--- src/rtl/nettlp_cmd_responder.sv ---
// nettlp_cmd_responder: pops NetTLP commands, executes them on the adapter register bank, returns one reply each.
module nettlp_cmd_responder #(
    parameter logic [31:0] MAGIC_VALUE = 32'h4E54_4C50,
    parameter logic [47:0] DEF_DSTMAC  = 48'h0,
    parameter logic [47:0] DEF_SRCMAC  = 48'h0,
    parameter logic [31:0] DEF_DSTIP   = 32'h0,
    parameter logic [31:0] DEF_SRCIP   = 32'h0,
    parameter logic [15:0] DEF_DSTPORT = 16'h3000,
    parameter logic [15:0] DEF_SRCPORT = 16'h3000
) (
    input  logic        clk156,
    input  logic        rst156_n,
    input  logic        cmd_fifo_empty,
    output logic        cmd_fifo_rd_en,
    input  logic [63:0] cmd_fifo_dout,
    output logic        rep_valid,
    input  logic        rep_ready,
    output logic [47:0] rep_data,
    output logic [15:0] rep_udp_check,
    output logic [47:0] cfg_dstmac,
    output logic [47:0] cfg_srcmac,
    output logic [31:0] cfg_dstip,
    output logic [31:0] cfg_srcip,
    output logic [15:0] cfg_dstport,
    output logic [15:0] cfg_srcport,
    output logic [15:0] err_cnt
);
    typedef enum logic [1:0] {IDLE, LATCH, EXEC, RESP} state_t;
    state_t state, state_nxt;
    logic [63:0] cmd;
    logic [31:0] tstamp;
    logic [7:0]  op, addr, rep_op;
    logic [31:0] wdata, rd_val, wr_val, rep_dat;
    logic        addr_ok, err;

    assign op        = cmd[47:40];
    assign addr      = cmd[39:32];
    assign wdata     = cmd[31:0];
    assign addr_ok   = addr <= 8'h08;
    assign rep_valid = state == RESP;
    // Read-back value after a write: MAGIC is immutable, 16-bit fields drop data[31:16].
    assign wr_val = addr == 8'h00 ? MAGIC_VALUE :
                    (addr == 8'h02 || addr == 8'h04 || addr == 8'h07 || addr == 8'h08) ?
                    {16'h0, wdata[15:0]} : wdata;

    always_comb begin
        rd_val = 32'h0;
        case (addr)
            8'h00: rd_val = MAGIC_VALUE;
            8'h01: rd_val = cfg_dstmac[31:0];
            8'h02: rd_val = {16'h0, cfg_dstmac[47:32]};
            8'h03: rd_val = cfg_srcmac[31:0];
            8'h04: rd_val = {16'h0, cfg_srcmac[47:32]};
            8'h05: rd_val = cfg_dstip;
            8'h06: rd_val = cfg_srcip;
            8'h07: rd_val = {16'h0, cfg_dstport};
            8'h08: rd_val = {16'h0, cfg_srcport};
            default: rd_val = 32'h0;
        endcase
    end

    always_comb begin
        rep_dat = 32'h0;
        err     = 1'b0;
        case (op)
            8'h10: begin rep_dat = addr_ok ? rd_val : 32'h0; err = !addr_ok; end
            8'h11: begin rep_dat = addr_ok ? wr_val : 32'h0; err = !addr_ok; end
            8'h20: rep_dat = MAGIC_VALUE;
            8'h21: rep_dat = tstamp;
            8'h22: rep_dat = 32'h0;
            default: err = 1'b1;
        endcase
        rep_op = err ? 8'hFF : op;
    end

    always_comb begin
        state_nxt      = state;
        cmd_fifo_rd_en = 1'b0;
        case (state)
            IDLE: begin
                cmd_fifo_rd_en = !cmd_fifo_empty;
                state_nxt      = cmd_fifo_empty ? IDLE : LATCH;
            end
            LATCH: state_nxt = EXEC;
            EXEC:  state_nxt = RESP;
            RESP:  state_nxt = rep_ready ? IDLE : RESP;
            default: state_nxt = IDLE;
        endcase
    end

    always_ff @(posedge clk156 or negedge rst156_n) begin
        if (!rst156_n) begin
            state         <= IDLE;
            cmd           <= 64'h0;
            tstamp        <= 32'h0;
            rep_data      <= 48'h0;
            rep_udp_check <= 16'h0;
            err_cnt       <= 16'h0;
            cfg_dstmac    <= DEF_DSTMAC;
            cfg_srcmac    <= DEF_SRCMAC;
            cfg_dstip     <= DEF_DSTIP;
            cfg_srcip     <= DEF_SRCIP;
            cfg_dstport   <= DEF_DSTPORT;
            cfg_srcport   <= DEF_SRCPORT;
        end else begin
            state  <= state_nxt;
            tstamp <= tstamp + 32'd1;
            if (state == LATCH) cmd <= cmd_fifo_dout;
            if (state == EXEC) begin
                rep_data      <= {rep_op, addr, rep_dat};
                rep_udp_check <= cmd[63:48];
                if (err && err_cnt != 16'hFFFF) err_cnt <= err_cnt + 16'd1;
                if (op == 8'h11) begin
                    case (addr)
                        8'h01: cfg_dstmac[31:0]  <= wdata;
                        8'h02: cfg_dstmac[47:32] <= wdata[15:0];
                        8'h03: cfg_srcmac[31:0]  <= wdata;
                        8'h04: cfg_srcmac[47:32] <= wdata[15:0];
                        8'h05: cfg_dstip         <= wdata;
                        8'h06: cfg_srcip         <= wdata;
                        8'h07: cfg_dstport       <= wdata[15:0];
                        8'h08: cfg_srcport       <= wdata[15:0];
                        default: ;
                    endcase
                end
                if (op == 8'h22) begin
                    cfg_dstmac  <= DEF_DSTMAC;
                    cfg_srcmac  <= DEF_SRCMAC;
                    cfg_dstip   <= DEF_DSTIP;
                    cfg_srcip   <= DEF_SRCIP;
                    cfg_dstport <= DEF_DSTPORT;
                    cfg_srcport <= DEF_SRCPORT;
                end
            end
        end
    end
endmodule

--- config.mk ---
export PLATFORM = sky130hd
export DESIGN_NAME = nettlp_cmd_responder
export DESIGN_NICKNAME = d
export VERILOG_FILES = /design/src/rtl/nettlp_cmd_responder.sv
export SDC_FILE = /design/constraint.sdc
export NUM_CORES = 1
export LEC_CHECK = 0
export BUFFER_PORTS_ARGS = -buffer_cell sky130_fd_sc_hd__buf_2
export CAP_MARGIN = 15
export CORE_MARGIN = 2
export CORE_UTILIZATION = 50
export DETAILED_ROUTE_END_ITERATION = 8
export GPL_TIMING_DRIVEN = 0
export PLACE_DENSITY_LB_ADDON = 0.12
export SYNTH_ARGS = -nofsm -noshare
export SYNTH_HDL_FRONTEND = slang
export SYNTH_SLANG_ARGS = --single-unit
--- constraint.sdc ---
create_clock -name clk156 -period 2.73 [get_ports clk156]
set_clock_uncertainty 0.1 [all_clocks]
set_input_delay 0.273 -clock clk156 [delete_from_list [all_inputs] [get_ports clk156]]
set_output_delay 0.273 -clock clk156 [all_outputs]
set_load 0.005 [all_outputs]
==> results.txt, run 1 <==
- DR pass1 iterations: 6
- Reg clk slew, reported paths: 60 ps
- Most used cell along the critical path: or4_4
- In this run the number of H-tree levels came out at 2.
* Placement Cell Area: 18800 sq um
- In this run the cell area of the synthesized design comes to 16400 sq um.
* Setup violators final: 0
- Nets in the synthesized netlist: 1552
* Final-report hold violation count: 0
* Layout area overhead: 29.3%
- Final critical-path required period: 2730 ps
* Wire length of the first global-routing pass: 89.7 mm
* Die Span X: 185 um
* Vias per inst: 6.16
* Leakage power: 10.3 nW
* Pwr Density: 957 nW/um^2
- Insertion delay of the later-clocked pin in the worst-skew pair: 550 ps
- The worst setup path is launched from a flip-flop.
- Timing would allow up to 0.367 GHz.
* Core area: 32500 sq um
* Data arrival time of the critical path: 3100 ps
- Worst slew slack as a fraction of its limit: 35.4%
- Max Fanout on Critical Path: 7
- Wires add up to 62.0 mm.
- Final non-filler cell area: 21200 sq um
* Final critical-path share of the clock period: 99.9%
- Clock Path Buffers: 3
* Largest net degree at the start of global routing: 123
- Final-stage net count: 2022
* Estimated wirelength of the detail-placed design: 44.4 mm
- Total number of yosys warnings: 0
* Combined global-route utilization of all metal layers: 35.6%
- Of the cells placed in the final design, the portion with a size suffix greater than 1 is 32.4%.
- The initial antenna violation count is 1.
* Worst hold slack across all endpoints: 82.1 ps
- The number of buffers and inverters on the critical path is 3.
- Starting utilization of the core area: 50.6%
* Row count: 66
- For the pin with the worst max-slew slack, the measured transition is 945 ps.
* Weighted congestion reported at the end of routability-driven placement: 0.962
- The die is 185 um tall.
- TritonCTS clock tree: yes
* Worst min-delay path class: primary input to asynchronous set/reset pin
- Series of cell instances along the critical path: or4_4 > buf_12 > or4_4 > nor4b_4 > buf_4 > o211a_4 > buf_6 > a21o_1
- Total CTS buffers: 41
- Peak per-stage delay on the critical path: 560 ps
- The final-report max-slew violation count is 0.
- Highest-count cells in the layout ignoring fill and taps: dfrtp_1 (366), buf_2 (357), nand2_1 (214)
- Counting every instance in the synthesized netlist gives 1482.
- Leaving out fill and tap cells, the most frequent cell in the layout is dfrtp_1.
- Input and output buffers added on the ports amount to 341.
- Full die area: 34300 sq um
- Family with the most delay on the worst path: simple AND/OR/NAND/NOR gates
- The slowest stage of the critical path belongs to the cell or4_4.
- For this run, design rule violations remaining after detail routing come to 0.
- The worst setup path is of the flip-flop to flip-flop kind.
- The run finished with clean final reports.
- The worst-case IR drop observed on VDD is 0.000513 V.
* Buffer type at the clock tree root: clkbuf_16
- Unrepaired setup endpoints after global routing: true
- Once detail routing completed, the nets flagged for antenna violations numbered 0.
- For this run, asynchronously set or reset flops after synthesis account for 100%.
* Vias in the first global route: 14400
* Final setup TNS: 0 ps
- The synthesized netlist contains 67 unique library cells.
- Maxcap violations: 0
- After detailed routing, the average wire length per cell comes to 25.6 um.
- The detailed router finished its first iteration with 1632 violations.
- Prevailing post-synth register cell: dfrtp_1
* Sequential share of the synthesized area: 56.5%
- Global-route congestion overflow total: 0
* Register bit count reported by yosys: 370
- Vias: 14900
* # IOs: 342
* Number of enable flip-flop cells after synthesis: 0
* Type of destination of the critical path: flip-flop
- The tree built by TritonCTS fans out to 370 sinks.
* Required time reported for the critical path endpoint: 3100 ps
- In this run the mean area of a mapped cell was 11.1 sq um.
-- per-layer routing --
layer	track usage, %	part of all wire [%]	up-vias
li1	-	-	6357
met1	49.1	40	7467
met2	54.9	45	945
met3	7.31	10	166
met4	15.0	4.3	0
met5	0	0	-
-- worst paths after layout --
path / startpoint / endpoint / slack [ps] / cells past startpoint
max: cmd[43]$_DFFE_PN0N_ / rep_data[31]$_DFFE_PN0P_ / 3 / 8
min: rst156_n / err_cnt[4]$_DFFE_PN0P_ / 80 / 2
max reg2reg: cmd[43]$_DFFE_PN0N_ / rep_data[31]$_DFFE_PN0P_ / 3 / 8
min reg2reg: cmd[54]$_DFFE_PN0N_ / rep_udp_check[6]$_DFFE_PN0P_ / 360 / 2
max in group asynchronous: rst156_n / cfg_dstip[20]$_DFFE_PN0P_ / 1020 / 4
min in group clk156: cmd[54]$_DFFE_PN0N_ / rep_udp_check[6]$_DFFE_PN0P_ / 360 / 2
-- synth_stat cells (4+ instances only) --
cell type	number	area share (%)
a21oi_1	31	0.95
inv_1	12	0.27
a21o_1	11	0.50
xor2_1	19	1.0
a221oi_1	9	0.48
and4_1	6	0.32
dfrtp_1	366	56
nand4_1	17	0.65
nand2b_1	5	0.19
a32o_1	12	0.73
a2bb2oi_1	6	0.32
and2_1	23	0.88
nand3b_1	10	0.46
clkbuf_1	80	1.8
buf_2	9	0.27
o21a_1	5	0.23
a2111oi_0	4	0.21
and3_1	9	0.34
o2bb2ai_1	67	3.6
nand2_1	217	5.0
xnor2_1	28	1.5
nor4_1	12	0.46
mux2i_1	20	1.2
a222oi_1	6	0.37
o211a_1	6	0.37
a221o_1	9	0.55
o21ai_0	145	4.4
a22o_1	18	0.96
mux2_2	102	7.0
buf_1	15	0.34
o22ai_1	12	0.46
a22oi_1	28	1.3
dfstp_2	4	0.64
nor2_1	40	0.92
or4_1	5	0.23
o21ai_1	5	0.15
nand3_1	21	0.64
nor3_1	15	0.46
o31ai_1	17	0.78
nor2b_1	7	0.27
-- registers in the layout (all words and copies together) (netlist names) --
register,count
cmd,64
cfg_dstmac,48
cfg_srcmac,48
rep_data,48
cfg_dstip,32
cfg_srcip,32
tstamp,32
cfg_dstport,16
cfg_srcport,16
err_cnt,16
rep_udp_check,16
state,2
-- what timing repair did --
action,in CTS,in global routing
pin swaps,10,11
setup endpoints to repair,243,216
hold endpoints to repair,318,0
gates cloned,1,1
hold buffers,68,0
buffers inserted,9,6
gates resized for setup,80,52
-- kinds of logic after synthesis --
logic type | after synthesis | synth area share (%)
adders and majority gates | 2 | 0.152
buffers and inverters | 119 | 2.86
muxes | 125 | 8.63
AOI/OAI and AO/OA | 411 | 17.3
and+or+nand+nor | 408 | 12.0
DFF | 370 | 56.5
xor gates and xnor gates | 47 | 2.51
-- power by group --
part	switching (mW)	internal [mW]
combinational	4.01	2.49
clock	2.28	3.21
sequential	1.49	6.82
total	7.78	12.5
-- stage by stage --
step           instances  power (mW)  util [%]  setup slack [ps]
2_1_floorplan       1482        11.2         -               177
3_3_place_gp        2265        14.1      57.5             -5950
3_5_place_dp        2270        14.3      57.8              -777
4_1_cts             2418        20.0      64.9             -8.72
5_1_grt             2424        21.1      65.4             -46.3
6_report            2425        20.3      65.4              2.60
-- layout make-up --
cell class              instances  area, sq um
fillers                      2627        11200
flip-flops and latches        370         9260
well taps                     442          553
clock buffers                  58         1220
plain buffers                 103          529
clock inverters                15          109
multi-input cells             994         6880
inverters                      12         45.0
repair buffers                430         2610
diodes                          1         2.50
(Power assumes the default switching activity.)
==> run 2, diff against run 1 <==
Settings changed: CORE_UTILIZATION 50 to 24.
==> run 2 against run 1 <==
The run now ends with negative setup slack left. Routed wire length rose by 25%. Global-route usage is 14 points lower. Via count shrank 3.2%. Largest cell class unchanged.
==> results.txt, run 2 (same netlist as run 1, synthesis figures left out) <==
- Across the whole layout, storage elements account for 9270 sq um.
- Core area: 67400 sq um
- The flow ran to the end, but the final reports show violations.
- Weighted congestion reported at the end of routability-driven placement: 0.852
* Final critical-path required period: 2770 ps
* Maxcap violations: 0
- Dividing the detail-routed wire length by the instance count gives 27.0 um.
- Detailed-route DRC error count: 0
- DR pass1 iterations: 6
- Global-route congestion overflow total: 0
- The initial antenna violation count is 3.
- Setup repair after global routing could not meet its margin everywhere.
- Vias in the first global route: 14700
- The first global-routing pass estimated 110 mm of wire.
* Final-stage net count: 2021
- Clock sink total: 370
- In this run the power density over the cells is 987 nW/um^2.
- Final wirelength: 77.3 mm
* Worst setup SP type: flip-flop
- # IOs: 342
- After clock tree synthesis, the clock-pin slew on the worst setup and hold paths is 60 ps.
* Placed cell count: 2700
- Most common cell after layout, fill and taps aside: dfrtp_1
- Buffer type at the clock tree root: clkbuf_16
- The top cell types in the final layout, fill and taps aside, are dfrtp_1 (365), buf_2 (349), nand2_1 (214).
- Data arrival time of the critical path: 3140 ps
- After detailed routing, the number of vias per cell comes to 5.06.
* Placement Setup Slack: -1390 ps
- The final-report max-slew violation count came to 0.
- Fmax achieved: 0.361 GHz
* Required time reported for the critical path endpoint: 3100 ps
- Non-Filler Instances: 2859
- Setup violators final: 2
- Max Fanout on Critical Path: 10
- The checks that failed: negative setup slack.
* Worst Max-Slew Pin Slew: 966 ps
* Iteration-0 DRC count of the detailed router: 1046
* Peak supply drop: 0.000442 V
- The worst hold path belongs to the class primary input to asynchronous set/reset pin.
- STA classifies the critical path endpoint as a flip-flop.
- Final critical-path setup slack: -37.5 ps
* Starting utilization of the core area: 24.3%
- Summed over all nets, the half-perimeter wirelength after detailed placement is 57.8 mm.
* Vertical extent of the die: 265 um
- Area of the multi-input gates: 6950 sq um
- TritonCTS built the clock tree.
- Insertion delay of the later-clocked pin in the worst-skew pair: 600 ps
- Final setup TNS: -67.8 ps
- The number of antenna diodes in the final layout is 0.
- Buffers placed on the I/O ports in this run total 341.
- Setup CP Type: flip-flop to flip-flop
- Entering global routing, the biggest net connects 114 pins.
* Total CTS buffers: 46
* Share of cells above drive strength 1: 33.6%
- In this run the static leakage power is 10.5 nW.
- The worst pin sits at a relative slew slack of 35.4%.
- Detailed routing inserted a total of 14500 vias.
* Final critical-path share of the clock period: 101%
- The number of failing hold endpoints at the final stage came to 0.
- The clock passes through at most 3 buffers.
- Die Span X: 265 um
* CTS HTree Levels: 2
- Register ranked first by flip-flop count: cmd
- Combined global-route utilization of all metal layers: 21.6%
* Row count: 95
- The filler cells instantiated in the layout total 6934.
- Flip-flop count of the largest register after layout: 64
* Full die area: 70500 sq um
- Layout area overhead: 35.0%
* Count of antenna-violating nets left after detailed routing: 0
- The number of cells on the worst reg-to-reg path is 7.
run 2: cell types whose count changed in the layout (fill, tap and decap cells not counted), moves of 3 or more:
cell       before  now
buf_2         357  349
clkbuf_16      43   47
clkbuf_1       42   33
clkbuf_4        6   16
buf_6           5    8
o21ai_2         6    3
bufinv_16       1    6
run 2: path summary, 6_finish.rpt:
kind / startpoint / slack [ps] / to
setup / recovery: cmd[33]$_DFFE_PN0N_ / -40 / rep_data[17]$_DFFE_PN0P_
hold / removal: rst156_n / 140 / err_cnt[11]$_DFFE_PN0P_
hold reg to reg: cmd[56]$_DFFE_PN0N_ / 360 / rep_udp_check[8]$_DFFE_PN0P_
min in group clk156: cmd[56]$_DFFE_PN0N_ / 360 / rep_udp_check[8]$_DFFE_PN0P_
max in group asynchronous: rst156_n / 960 / cfg_dstip[21]$_DFFE_PN0P_
setup reg to reg: cmd[33]$_DFFE_PN0N_ / -40 / rep_data[17]$_DFFE_PN0P_
run 2: power breakdown:
part	internal [mW]	switching (mW)	leakage, nW	total [mW]
Combinational	2.53	4.30	4.83	6.84
Sequential	6.82	1.66	4.89	8.48
Clock	3.97	2.59	0.790	6.55
Total	13.3	8.55	10.5	21.9
run 2: what timing repair did:
item                                   in CTS  in global routing
resized for setup                         134                 41
endpoints found under the hold margin     126                  0
setup endpoints to repair                 279                197
pin swaps                                  12                  6
hold buffers                               68                  0
buffers inserted                           14                  3
run 2: critical path, cell delays in order (launching register included):
cell	delay (ps)
dfrtp_1	390
clkbuf_2	220
nor2b_2	250
clkbuf_4	300
a22o_1	300
a222oi_1	730
o21ai_0	160
a21o_1	180
run 2: cell type report:
cell class              count  area share [%]
repair buffers            430            11.8
well taps                 873            4.93
multi-input cells         993            31.4
clock buffers              63            5.99
inverters                  12           0.203
clock inverters            20            1.27
flip-flops and latches    370            41.8
plain buffers              98            2.59
run 2: per-layer routing:
metal	track usage (%)	up-vias	share of wire, %
met4	7.19	2	3.1
met2	34.5	571	46
met3	4.42	121	6.6
met1	29.2	7359	44
met5	0	-	0.023
li1	-	6407	-
run 2: stage by stage:
step	hold slack (ps)	utilization [%]	area (sq um)	power, mW
floorplan	-123	-	16400	11.2
global placement	346	28.5	19200	14.8
detailed placement	172	28.7	19300	14.9
CTS	148	32.7	22100	21.9
global route	168	32.9	22200	22.9
finish	143	32.9	22200	21.9
==> run 3, diff against run 2 <==
Settings changed: CORE_ASPECT_RATIO set to 1.25.
==> run 3 against run 2 <==
The run still ends with negative setup slack left. Critical path depth unchanged. Critical endpoint unchanged. Largest cell class unchanged. Utilization increased by 0.18 points. Sequential power increased by 0.6%.
==> results.txt, run 3 (same netlist as run 1, synthesis figures left out) <==
- The root buffer cell chosen for the clock tree is clkbuf_16.
- Setup repair after global routing could not meet its margin everywhere.
* Worst Max-Slew Pin Slew: 937 ps
- Row generation in the floorplan step produced 107 rows.
* Combined global-route utilization of all metal layers: 21.8%
- The cell family contributing the most delay on the critical path is compound AO/OA/AOI/OAI gates.
- Count of antenna-violating nets left after detailed routing: 0
* Endpoint of the lowest-slack register-to-register path: rep_data[17]$_DFFE_PN0P_
* Worst setup SP type: flip-flop
* Required time reported for the critical path endpoint: 3090 ps
* Final wirelength: 79.5 mm
* Peak per-stage delay on the critical path: 720 ps
- Series of cell instances along the critical path: clkbuf_2 > nor2b_2 > clkbuf_4 > a22o_1 > a222oi_1 > o21ai_0 > a21o_1
* DR pass1 iterations: 5
- Once the floorplan was initialized, standard cells occupied 24.2% of the core.
* Core area: 67900 sq um
* Iteration-0 DRC count of the detailed router: 1108
* Setup violators final: 3
- Full die area: 70500 sq um
- Counting every sink on the clock net gives 370.
- The via count of the first global-routing pass came to 15000.
- The first global-routing pass estimated 110 mm of wire.
- After layout, the worst path uses 102% of the clock period.
- The final reports fail on negative setup slack.
- The final layout contains 2034 nets.
* Weighted congestion reported at the end of routability-driven placement: 0.838
- In the final timing run, aggregate negative setup slack is -91.6 ps.
- The worst register-to-register path has a setup slack of -60 ps.
* Wire length per cell after detailed routing: 27.7 um
- For this design the top-level I/O count stands at 342.
* Register ranked first by flip-flop count: cmd
* Number of buffers and inverters on the critical path: 2
- Worst min-delay path class: primary input to asynchronous set/reset pin
* Pwr Total: 21.9 mW
- Slowest cell on crit path: a222oi_1
- Pins over their slew limit: 0
* Data arrival time of the critical path: 3150 ps
- Reg clk slew, reported paths: 60 ps
- Entering global routing, the biggest net connects 115 pins.
- TritonCTS built the clock tree.
- The wire-length estimate of the detail-placed layout is 58.9 mm.
- Total CTS buffers: 44
* Vias per inst: 5.09
- After global routing the overflow that remains totals 0.
- Peak supply drop: 0.000353 V
* Vertical extent of the die: 296 um
* Setup CP Type: flip-flop to flip-flop
- After detailed routing, the number of remaining DRC violations is 0.
- The number of failing hold endpoints at the final stage was 0.
- Insertion delay of the later-clocked pin in the worst-skew pair: 580 ps
- The die is 238 um wide.
* Final critical-path required period: 2790 ps
- In this run the tightest slew margin relative to its limit is 37.4%.
- Depth of the worst register-to-register path: 7
- Maxcap violations: 0
- The H-tree was split into 2 levels.
* Layout area overhead: 36.7%
- The library cells used most frequently in the layout, excluding fill and tap cells, are dfrtp_1 (363), buf_2 (356), nand2_1 (214).
- The clock passes through at most 3 buffers.
- Final critical-path setup slack: -61.6 ps
* Leakage power: 10.6 nW
- Flip-flop count of the largest register after layout: 64
- Worst R2R Start: cmd[32]$_DFFE_PN0N_
- The initial antenna violation count came to 1.
- Cells with a size suffix above 1 make up 34.9% of the layout.
- Most common cell after layout, fill and taps aside: dfrtp_1
- Of all nets on the critical path, the largest fanout is 10.
* Outcome: complete, but fails checks
- Number of port buffers: 341
* Fmax achieved: 0.358 GHz
- Type of destination of the critical path: flip-flop
- Across all layers, the routed design uses 14600 vias.
- Pwr Density: 975 nW/um^2
-- run 3: cell types whose count changed in the layout (fill, tap and decap cells not counted), moves of 5 or more --
cell       previous run  this run
buf_4                19        24
buf_2               349       356
o2bb2ai_2             0         9
buf_12                1         8
o2bb2ai_1            67        58
mux2_2              102        94
mux2_4                0         8
-- run 3: area by class of cell --
class                           instances  area [sq um]
Buffer                                 97           598
Fill cell                            7086         45400
Clock inverter                         20           270
Antenna cell                            1          2.50
Multi-Input combinational cell        994          7070
Clock buffer                           61          1280
Timing Repair Buffer                  445          2810
Tap cell                              872          1090
Inverter                               12          45.0
Sequential cell                       370          9270
-- run 3: worst max path at each step --
stage,startpoint,end,slack [ps],cells past startpoint
final,cmd[32]$_DFFE_PN0N_,rep_data[17]$_DFFE_PN0P_,-60,7
after global routing,cmd[47]$_DFFE_PN0N_,cfg_dstmac[38]$_DFFE_PN0P_,-60,9
after CTS,state[0]$_DFF_PN0_,cmd[28]$_DFFE_PN0N_,-0.2,4
after detailed placement,cmd[37]$_DFFE_PN0N_,rep_data[4]$_DFFE_PN0P_,-1740,6
after global placement,rst156_n,cfg_dstmac[21]$_DFFE_PN0P_,-6560,1
after floorplan,cmd[43]$_DFFE_PN0N_,cfg_dstmac[32]$_DFFE_PN0P_,180,7
-- run 3: metrics by stage --
step	hold WS, ps	util, %	cell area [sq um]	setup slack, ps	instances
floorplan	-123	-	16400	177	1482
global placement	346	28.3	19200	-6560	2695
detailed placement	235	28.4	19300	-1740	2698
CTS	180	32.4	22000	-0.250	2853
global route	238	33.0	22400	-55.6	2871
finish	187	33.1	22400	-61.6	2872
-- run 3: repair_timing --
| item | CTS | global route |
|---|---|---|
| pin swaps | 13 | 14 |
| cloned | 0 | 3 |
| hold buffers | 68 | 0 |
| setup endpoints to repair | 287 | 218 |
| resized for setup | 126 | 98 |
| endpoints found under the hold margin | 147 | 0 |
| setup buffers | 14 | 16 |
-- run 3: report_power, final --
group          leakage, nW  internal (mW)  switching [mW]
clock                0.762           3.85            2.55
combinational         4.96           2.58            4.36
sequential            4.89           6.82            1.71
-- run 3: metal layers --
layer	wire, um	track usage [%]	vias to the layer above
li1	-	-	6415
met1	33500	27.7	7504
met2	38000	36.0	536
met3	4240	3.81	156
met4	3680	10.4	2
met5	11	0	-
